$ cat config.mk
export PLATFORM = sky130hd
export DESIGN_NAME = hdmi_island_scheduler
export DESIGN_NICKNAME = d
export VERILOG_FILES = /design/src/rtl/hdmi_island_scheduler.sv
export SDC_FILE = /design/constraint.sdc
export NUM_CORES = 1
export LEC_CHECK = 0
export CAP_MARGIN = 5
export CORE_ASPECT_RATIO = 1.2
export CORE_UTILIZATION = 30
export CTS_CLUSTER_SIZE = 25
export DETAILED_ROUTE_END_ITERATION = 16
export GPL_TIMING_DRIVEN = 0
export PLACE_DENSITY = 0.59
export SLEW_MARGIN = 20
export SYNTH_ARGS = -nofsm -noshare
export SYNTH_HDL_FRONTEND = slang
export SYNTH_SLANG_ARGS = --single-unit
$ cat constraint.sdc
create_clock -name clk_pix -period 2.15 [get_ports clk_pix]
set_clock_uncertainty 0.2 [all_clocks]
set_input_delay 0.43 -clock clk_pix [delete_from_list [all_inputs] [get_ports clk_pix]]
set_output_delay 0.43 -clock clk_pix [all_outputs]
set_load 0.02 [all_outputs]
$ cat src/rtl/hdmi_island_scheduler.sv
// HDMI data-island scheduler: opens one island per line, arbitrates packet sources, sequences preamble/guard/packet periods.
// Defining HDMI_AUDIO_INFOFRAME_EN adds the once-per-frame Audio InfoFrame source.
module hdmi_island_scheduler #(
    parameter int ISLAND_X    = 10,
    parameter int MAX_PACKETS = 2,
    parameter int ACR_LINES   = 8
) (
    input  logic       clk_pix,
    input  logic       rst_in,
    input  logic [9:0] cx,
    input  logic [9:0] cy,
    input  logic       audio_req,
    output logic       audio_ack,
    output logic [1:0] mode,
    output logic [2:0] packet_sel,
    output logic       packet_start,
    output logic [4:0] pkt_cnt
);

    typedef enum logic [2:0] {
        S_IDLE, S_PREAMBLE, S_GUARD_LEAD, S_PACKET, S_GUARD_TRAIL
    } state_t;

    typedef enum logic [1:0] {
        MODE_CTRL     = 2'd0,
        MODE_PREAMBLE = 2'd1,
        MODE_GUARD    = 2'd2,
        MODE_DATA     = 2'd3
    } mode_t;

    typedef enum logic [2:0] {
        SEL_NULL  = 3'd0,
        SEL_AUDIO = 3'd1,
        SEL_ACR   = 3'd2,
        SEL_AVI   = 3'd3,
        SEL_AINFO = 3'd4
    } sel_t;

    localparam int                LINE_W    = (ACR_LINES > 1) ? $clog2(ACR_LINES) : 1;
    localparam logic [9:0]        ISLAND_CX = 10'(ISLAND_X);
    localparam logic [4:0]        PKT_LIMIT = 5'(MAX_PACKETS);
    localparam logic [LINE_W-1:0] LINE_LAST = LINE_W'(ACR_LINES - 1);

    state_t            state, state_next;
    logic [4:0]        phase_cnt, phase_next;
    logic [4:0]        pkts_sent, pkts_next;
    logic [LINE_W-1:0] line_cnt;
    logic              acr_pend, avi_pend;
    logic              any_pend, enter_packet;
    sel_t              grant;
    mode_t             mode_next;

    logic island_open, line_tick, line_wrap, frame_start;
    assign island_open = (cx == ISLAND_CX);
    assign line_tick   = (cx == 10'd0);
    assign line_wrap   = line_tick && (line_cnt == LINE_LAST);
    assign frame_start = line_tick && (cy == 10'd0);

`ifdef HDMI_AUDIO_INFOFRAME_EN
    logic ainfo_pend;

    always_ff @(posedge clk_pix or negedge rst_in) begin
        if (!rst_in) ainfo_pend <= 1'b0;
        else         ainfo_pend <= frame_start | (ainfo_pend & ~(enter_packet && grant == SEL_AINFO));
    end

    assign any_pend = audio_req | acr_pend | avi_pend | ainfo_pend;
`else
    assign any_pend = audio_req | acr_pend | avi_pend;
`endif

    // Fixed priority; the null packet is granted only when nothing is pending.
    always_comb begin
        grant = SEL_NULL;
        if (audio_req)     grant = SEL_AUDIO;
        else if (acr_pend) grant = SEL_ACR;
        else if (avi_pend) grant = SEL_AVI;
`ifdef HDMI_AUDIO_INFOFRAME_EN
        else if (ainfo_pend) grant = SEL_AINFO;
`endif
    end

    // NOTE: every signal gets a default before the case so no path leaves one unassigned (no latches).
    always_comb begin
        state_next   = state;
        phase_next   = phase_cnt + 5'd1;
        pkts_next    = pkts_sent;
        enter_packet = 1'b0;
        case (state)
            S_IDLE: begin
                phase_next = '0;
                pkts_next  = '0;
                if (island_open && any_pend) state_next = S_PREAMBLE;
            end
            S_PREAMBLE: begin
                if (phase_cnt == 5'd7) begin
                    state_next = S_GUARD_LEAD;
                    phase_next = '0;
                end
            end
            S_GUARD_LEAD: begin
                if (phase_cnt == 5'd1) begin
                    state_next   = S_PACKET;
                    phase_next   = '0;
                    enter_packet = 1'b1;
                end
            end
            S_PACKET: begin
                if (phase_cnt == 5'd31) begin
                    phase_next = '0;
                    if (pkts_sent < PKT_LIMIT && any_pend) enter_packet = 1'b1;
                    else                                   state_next   = S_GUARD_TRAIL;
                end
            end
            S_GUARD_TRAIL: begin
                if (phase_cnt == 5'd1) begin
                    state_next = S_IDLE;
                    phase_next = '0;
                end
            end
            default: state_next = S_IDLE;
        endcase
        if (enter_packet) pkts_next = pkts_sent + 5'd1;
    end

    always_comb begin
        mode_next = MODE_CTRL;
        case (state_next)
            S_PREAMBLE:                  mode_next = MODE_PREAMBLE;
            S_GUARD_LEAD, S_GUARD_TRAIL: mode_next = MODE_GUARD;
            S_PACKET:                    mode_next = MODE_DATA;
            default:                     mode_next = MODE_CTRL;
        endcase
    end

    // NOTE: non-blocking assignments so every register samples the pre-edge values of the others.
    always_ff @(posedge clk_pix or negedge rst_in) begin
        if (!rst_in) begin
            state        <= S_IDLE;
            phase_cnt    <= '0;
            pkts_sent    <= '0;
            line_cnt     <= '0;
            acr_pend     <= 1'b0;
            avi_pend     <= 1'b0;
            mode         <= MODE_CTRL;
            packet_sel   <= SEL_NULL;
            packet_start <= 1'b0;
            audio_ack    <= 1'b0;
            pkt_cnt      <= '0;
        end else begin
            state     <= state_next;
            phase_cnt <= phase_next;
            pkts_sent <= pkts_next;
            if (line_tick) line_cnt <= line_wrap ? '0 : line_cnt + 1'b1;
            // A set event in the same cycle as the grant clear wins.
            acr_pend     <= line_wrap   | (acr_pend & ~(enter_packet && grant == SEL_ACR));
            avi_pend     <= frame_start | (avi_pend & ~(enter_packet && grant == SEL_AVI));
            mode         <= mode_next;
            packet_start <= enter_packet;
            audio_ack    <= enter_packet && (grant == SEL_AUDIO);
            if (state_next != S_PACKET) packet_sel <= SEL_NULL;
            else if (enter_packet)      packet_sel <= grant;
            pkt_cnt <= (state_next == S_PACKET) ? phase_next : '0;
        end
    end

endmodule

; ---- After elaboration in Yosys (flattened, before gate mapping)
; Index checks and enable logic that the tools add are counted.
[word_totals]
regBits = 30
word_cells = 79
[classes]
add_sub_neg = 3
n_lt_le_gt_ge = 1
n_eq_ne = 17
mux = 25
bitwise = 8
n_reduce_logical = 14
[ops]
columns = cell, n
row1 = 2-to-1 mux 3 bit, 10
row2 = 2-to-1 mux 5 bit, 6
row3 = zero test 10 bit, 2
row4 = case mux 5 bit (4 select lines), 1
row5 = "== test 3 x 2 -> 1 bit, second input constant", 6
row6 = case mux 3 bit (5 select lines), 1
row7 = "adder 5 x 1 -> 5 bit, second input constant", 2
row8 = "== test 10 x 4 -> 1 bit, second input constant", 1
row9 = "== test 3 x 1 -> 1 bit, second input constant", 3
row10 = "== test 3 bit, second input constant", 3
row11 = logical AND 1 bit, 7
row12 = case mux 2 bit (3 select lines), 1
row13 = "== test 5 x 1 -> 1 bit, second input constant", 1
row14 = "== test 5 x 3 -> 1 bit, second input constant", 1
row15 = "== test 5 bit, second input constant", 1
row16 = "< comparator 5 x 2 -> 1 bit, second input constant", 1
row17 = 2-to-1 mux 2 bit, 2
row18 = OR 1 bit, 4
row19 = nonzero test 2 bit, 2
row20 = OR reduction 2 bit, 2
row21 = "adder 3 x 1 -> 3 bit, second input constant", 1
row22 = zero test 3 bit, 1
row23 = 2-to-1 mux 1 bit, 3
row24 = "!= test 3 x 2 -> 1 bit, second input constant", 1
row25 = other kinds (3), 5

; ---- Depth between registers and ports, before layout
; Gate-level depths: netlist (run 1).
[depth]
ltp_word = 10
mapped_depth = 8
mapped_depth_nobuf = 8

; ---- Worst setup path before layout (run 1)
; Ideal clock, no wire load.
[synth_path]
path_type = register -> register
startpoint = reg phase_cnt[1]
endpoint = reg pkts_sent[4]
setup_time_ps = 90
arrival_ps = 1854
required_time_ps = 1860
path_slack_ps = 5
path_stages_with_launch = 7
path_buffers = 0
period_less_slack_ps = 2145
cell_sequence = dfrtp_1 -> inv_1 -> ha_1 -> or4b_1 -> o32a_4 -> or4_1 -> o221ai_1
[synth_via]
elab_chain_cells = 4
elab_cells_between_ends = 7
classes_between = eq/ne (2) / mux (4) / reduce/logical (1)
[synth_rtl]
columns = item, line
row1 = start: declaration, 45  ; logic [4:0] phase_cnt, phase_next;
row2 = start signal: assignment, 152  ; phase_cnt <= phase_next;
row3 = == test 5 bit / == test 5 x 1 -> 1 bit (equally long branches), "109, 102"
row4 = 2-to-1 mux 1 bit (on tied branches), "109, 102"
row5 = case mux 1 bit (2 select lines) *, 89  ; case (state)
row6 = 2-to-1 mux 5 bit / nonzero test 2 bit (equally long branches), -
row7 = end signal: assignment, 153  ; pkts_sent <= pkts_next;
row8 = end: declaration, 46  ; logic [4:0] pkts_sent, pkts_next;
; Mark *: on every way between the ends. The rest lies on a longest branch, timed or not.
; A chain may end at the register's enable or synchronous reset.

; ---- Worst setup path after layout (run 1)
[layout_path]
startpoint = reg phase_cnt[1]
endpoint = reg pkts_sent[3]
; Same word-level chain as after synthesis.

==> metrics.txt, run 1 <==
status complete, but fails checks; failing checks hold timing, setup timing; I/O Pins 35; placed cell area 1850 sq um; number of register bits inferred by synthesis 29; warnings from Yosys 0; cell taking the most area after synthesis dfrtp_1; overall die area 5130 sq um; worst ir drop on vdd 0.250 mV; Max FO, Critical Path 6; number of antenna violations at the first check in global routing 0; share of synthesized registers carrying an async set or reset 100%; TritonCTS sink count 29; Routed wire per std cell 13.1 um; global-route total usage across every layer 13.9%; worst hold slack -31.4 ps; synthesized instance count 143; IO buf count 33; largest stage delay on the critical path 520 ps; critical path arrival 2210 ps; wire length of the first global-routing pass 5460 um; synthesized net count 172; CTS Buf Count 5; number of buffers on the longest clock path 2; maximum clock frequency 0.451 GHz; netlist area before placement 1450 sq um; average instance area after synthesis 10.2 sq um; vias in the first global route 1281; path length in cells of the critical path 6; post-route DRC violation count 0; final worst slack -67.6 ps; clock-pin slew on the worst setup and hold paths 70 ps; CP Cell Sequence inv_1, ha_1, or4b_4, o32a_4, or4_1, o221ai_1; end of the worst register-to-register path pkts_sent[3]; startpoint of the worst register-to-register path phase_cnt[1]; pre-CTS setup slack -428 ps; number of enable flip-flop cells after synthesis 0; register-to-register path setup slack -70 ps; Die Wd 65.6 um; Final HPWL DP 2350 um; required time reported for the critical path endpoint 2140 ps; Initial Util 31.4%; number of failing setup endpoints in the final timing report 3; Final Instance Count excl. Fillers 247; fraction of final layout cells sized beyond drive strength 1 19.0%; via density per instance 5.20; library cell contributing the largest single delay on the critical path or4b_4; share of Yosys cell area claimed by the top area cell type 49.9%; Final Max Tran Viols 0; Critical Path Sink pkts_sent[3]; pin count of the biggest net entering global routing 30; unrepaired setup endpoints after global routing true; Net count, final 217; leakage 0.835 nW; total number of vias 1285; most used standard cells in the synthesized netlist 29 x dfrtp_1, 15 x nor2_1, 8 x inv_1, 8 x nand2_1, 8 x nand3_1; count of hold buffers inserted by post-cts repair 0; Synth cell types 42; launching instance or port of the critical path phase_cnt[1]; dominant cell by count in the synthesized netlist dfrtp_1; worst min path class in2async; number of nets with antenna violations after detailed routing 0; Fin. Hold Viols 29; Antenna Cells 0; Chip Height 78.3 um; cell family with the largest share of critical-path delay simple AND/OR/NAND/NOR gates; library cell used as clock root buffer clkbuf_8; final clock period utilization by the worst path 103%; number of DRC markers after the initial detailed-route iteration 36; number of maximum-capacitance constraint violations 0; category of the worst setup path launch point register; Design Power 0.00107 W; final RePlAce weighted congestion 0.856; Clock Latency Late Sink 280 ps; count of standard-cell rows 27; wire length reported by the detailed router 3230 um; dominant synthesized flop cell dfrtp_1; number of buffers and inverters on the critical path 1; total placed cells including tap cells 234; # H-tree levels 2; Setup CP Type reg2reg; relative slew slack 56.9%; Pre-Repair DR Iteration Count 4; Pwr per Cell Area 526 nW/um^2; shortest period the worst path allows 2220 ps; area added between synthesis and finish 40.5%; transition time at the pin with the least slew margin 647 ps; most area-consuming cells after synthesis dfrtp_1 50%, ha_1 5.2%, nor2_1 3.9%; final standard cell area without fillers 2040 sq um; count of cells along the worst register-to-register path 6; endpoint kind of the worst setup timing path register; placeable core area 4630 sq um; CTS tree built; register area share after synthesis 49.9%; total congestion overflow after global routing 0
through the flow:
stage                     util (%)  hold WS [ps]  setup TNS (ps)
after global routing          44.1          21.4            -991
after floorplan                  -         -65.6               0
after global placement        40.1           292           -4910
after detailed placement      40.0           300           -3660
final                         44.1         -31.4            -156
after CTS                     43.3          2.61            -116
worst min-delay path by stage:
stage / cells past startpoint / start / slack, ps / endpoint
after global routing: 1 / rst_in / 20 / packet_start
after CTS: 1 / rst_in / 3 / pkts_sent[0]
final: 1 / rst_in / -30 / pkts_sent[0]
after global placement: 1 / line_cnt[1] / 290 / line_cnt[1]
after detailed placement: 1 / rst_in / 300 / audio_ack
after floorplan: 0 / rst_in / -70 / acr_pend
worst reg2reg max path: cells and delay by family, from the launching register on:
family	cells	cell delay (ps)
AO/OA/AOI/OAI	2	330
adder cells (fa/ha/maj)	1	140
buffers and inverters	1	70
flip-flops	1	400
AND/OR/NAND/NOR	2	1000
cells in the final DEF (no fill, tap or decap), drive strengths merged, types with 2 or more instances in the layout:
master and n:
clkdlybuf4s50 32, dfrtp 29, nor2 15, clkbuf 11
o21ai 10, inv 8, nand2 8, nand3 8
buf 7, ha 6, nor4 5, mux2 4
a21oi 4, nor2b 3, o211ai 3, nor3 3
or4 3, clkinv 3, or3 2, and3 2
o22ai 2, o221ai 2
sequential cells by signal (all words and copies together), names as in the netlist:
name and count:
pkts_sent 5, line_cnt 3, audio_ack 1, pkt_cnt 5, acr_pend 1, packet_start 1
phase_cnt 5, packet_sel 2, state 3, avi_pend 1, mode 2
report_power, final:
group | internal, W | leakage [nW] | total, W | switching [W]
registers | 0.000550 | 0.402 | 0.000554 | 0.00000428
clock network | 0.000224 | 0.0450 | 0.000433 | 0.000209
logic | 0.0000496 | 0.388 | 0.0000879 | 0.0000383
metal layers:
| metal | up-vias | track usage [%] | wire [um] |
|---|---|---|---|
| met1 | 618 | 14.8 | 1280 |
| li1 | 605 | - | - |
| met4 | 0 | 5.43 | 73 |
| met5 | - | 0 | 0 |
| met3 | 9 | 4.22 | 186 |
| met2 | 53 | 25.2 | 1690 |
final cells by class:
type | instances | area (sq um)
clock buffers | 6 | 72.6
inverters | 9 | 33.8
flip-flops and latches | 29 | 726
repair buffers | 38 | 363
well taps | 58 | 72.6
plain buffers | 6 | 26.3
multi-input cells | 99 | 739
fillers | 425 | 2580
clock inverters | 2 | 10.0
what timing repair did:
item / CTS / global route
endpoints found under the hold margin: 0 / 0
resized for setup: 8 / 6
endpoints found under the setup margin: 14 / 18
buffers inserted: 4 / 1
pin swaps: 2 / 0
logic make-up (layout without fill, tap and decap cells):
family                   Yosys count  count (layout)  share of synthesized area, %
AO/OA/AOI/OAI                     30              30                          15.4
flip-flops                        29              29                          49.9
other                              1               1                         0.258
multiplexers                       5               5                          3.79
buffers and inverters             15              61                          4.13
adder cells (fa/ha/maj)            7               7                          5.85
AND/OR/NAND/NOR                   54              54                          19.4
XOR/XNOR                           2               2                          1.21
No activity file was read; power rests on OpenSTA's default activity.
==> run 2, diff against run 1 <==
- SKIP_CTS_REPAIR_TIMING: default -> 1
==> metrics.txt, run 2 (synthesized netlist as in run 1, its figures left out) <==
critical path arrival 2240 ps (+30 ps); TritonCTS sink count 29 (unchanged); fraction of final layout cells sized beyond drive strength 1 21.4% (+2.3 points); vias in the first global route 1242 (-3.0%); final worst slack -101 ps (-33.1 ps); final clock period utilization by the worst path 105% (+1.5 points); Chip Height 78.3 um (unchanged); CTS tree built; CTS Buf Count 5 (unchanged); Antenna Cells 0 (unchanged); # H-tree levels 2 (unchanged); most used cells in the layout excluding fill and tap cells 32 x clkdlybuf4s50_1, 29 x dfrtp_1, 14 x nor2_1; category of the worst setup path launch point register; portion of total power attributed to sequential cells 51.6% (about the same); CP Cell Sequence ha_2, and3_4, ha_4, nand2_4, o32a_4, or4_1, o221ai_1; routed wl met3 177 um (-4.8%); portion of total power attributed to combinational logic 8.5% (+0.3 points); Final HPWL DP 2350 um (unchanged); maximum clock frequency 0.444 GHz (-1.5%); endpoint kind of the worst setup timing path register; relative slew slack 56.5% (-0.39 points); number of failing setup endpoints in the final timing report 5 (+2); final standard cell area without fillers 2080 sq um (+2.0%); Pwr per Cell Area 516 nW/um^2 (-1.8%); final RePlAce weighted congestion 0.856 (unchanged); count of standard-cell rows 27 (unchanged); Int Power 0.000825 W (+0.25%); IO buf count 33 (unchanged); total congestion overflow after global routing 0 (unchanged); Routed wire per std cell 13.1 um (about the same); launching instance or port of the critical path phase_cnt[0]; pre-CTS setup slack -428 ps (unchanged); net switching share of the total power 23.4% (-0.049 points); Final Max Tran Viols 0 (unchanged); Clock Latency Late Sink 280 ps (about the same); Die Wd 65.6 um (unchanged); total number of vias 1270 (-1.2%); transition time at the pin with the least slew margin 652 ps (+5.85 ps); wire length reported by the detailed router 3210 um (-0.77%); I/O Pins 35 (unchanged); placeable core area 4630 sq um (unchanged); number of DRC markers after the initial detailed-route iteration 47 (+31%); required time reported for the critical path endpoint 2140 ps (about the same); number of buffers on the longest clock path 2 (unchanged); overall die area 5130 sq um (unchanged); placed cell area 1850 sq um (unchanged); Initial Util 31.4% (unchanged); unrepaired setup endpoints after global routing true; worst hold slack -24.4 ps (+6.98 ps); met1 wire length 1290 um (+0.94%); Setup CP Type reg2reg; number of nets with antenna violations after detailed routing 0 (unchanged); Fin. Hold Viols 29 (unchanged); pin count of the biggest net entering global routing 30 (unchanged); number of antenna violations at the first check in global routing 0 (unchanged); top layer used by detailed routing met4; startpoint of the worst register-to-register path phase_cnt[0]; number of maximum-capacitance constraint violations 0 (unchanged); worst min path class in2async; leakage 0.848 nW (+1.6%); failing checks hold timing, setup timing; global-route total usage across every layer 13.5% (-0.42 points); met2 routed wirelength 1680 um (-0.71%); clock-pin slew on the worst setup and hold paths 70 ps (about the same); Net count, final 215 (-0.92%); status complete, but fails checks; Max FO, Critical Path 6 (unchanged); post-route DRC violation count 0 (unchanged); clock network power share 39.9% (-0.4 points); Top Registers phase_cnt: 5 flops, pkt_cnt: 5 flops, pkts_sent: 5 flops; via density per instance 5.18 (-0.36%); worst ir drop on vdd 0.251 mV (+0.32%); Pre-Repair DR Iteration Count 4 (unchanged); library cell contributing the largest single delay on the critical path dfrtp_1; shortest period the worst path allows 2250 ps (+33.1 ps); switching power summed over all nets 0.000251 W (about the same); largest stage delay on the critical path 420 ps (-100 ps); area added between synthesis and finish 43.4%; most common cell after layout, fill and taps aside clkdlybuf4s50_1; wire length of the first global-routing pass 5290 um (-3.1%); library cell used as clock root buffer clkbuf_8
## run 2: final cells by class
type / count / area [sq um]
clock buffers: 6 / 72.6
inverters: 9 / 33.8
multi-input cells: 99 / 796
plain buffers: 6 / 26.3
flip-flops and latches: 29 / 726
clock inverters: 2 / 10.0
well taps: 58 / 72.6
fillers: 420 / 2540
repair buffers: 36 / 348
## run 2: worst max-delay path: cells and delay by family (launching register included)
kind                       cells  cell delay [ps]
and+or+nand+nor                3              660
AOI/OAI and AO/OA              2              480
DFF                            1              420
adders and majority gates      2              380
## run 2: path summary, 6_finish.rpt
kind / endpoint / slack [ps] / depth (start not counted)
worst max-delay path: pkts_sent[3] / -100 / 7
worst min-delay path: pkts_sent[0] / -20 / 1
worst max register to register: pkts_sent[3] / -100 / 7
worst min register to register: line_cnt[1] / 320 / 1
max in group asynchronous: packet_sel[1] / 1340 / 1
min in group clk_pix: line_cnt[1] / 320 / 1
## run 2: power by group through the flow
stage | Combinational (W) | Clock (W) | Sequential (W)
after global routing | 0.0000999 | 0.000464 | 0.000556
final | 0.0000914 | 0.000430 | 0.000555
after floorplan | 0.0000235 | 0 | 0.000564
after global placement | 0.0000820 | 0 | 0.000564
after detailed placement | 0.0000831 | 0 | 0.000564
after CTS | 0.0000835 | 0.000445 | 0.000554
## run 2: through the flow
step           util, %  cells  power, W  setup TNS, ps
2_1_floorplan        -    143  0.000588              0
3_3_place_gp      40.1    234  0.000646          -4910
3_5_place_dp      40.0    234  0.000647          -3660
4_1_cts           41.8    242   0.00108          -1430
5_1_grt           45.0    245   0.00112           -697
6_report          45.0    245   0.00108           -287
## run 2: per-layer routing
metal,vias up,GRT usage (%)
met5,-,0
met3,8,4.22
met2,47,24.0
met4,0,5.43
met1,613,14.5
li1,602,-
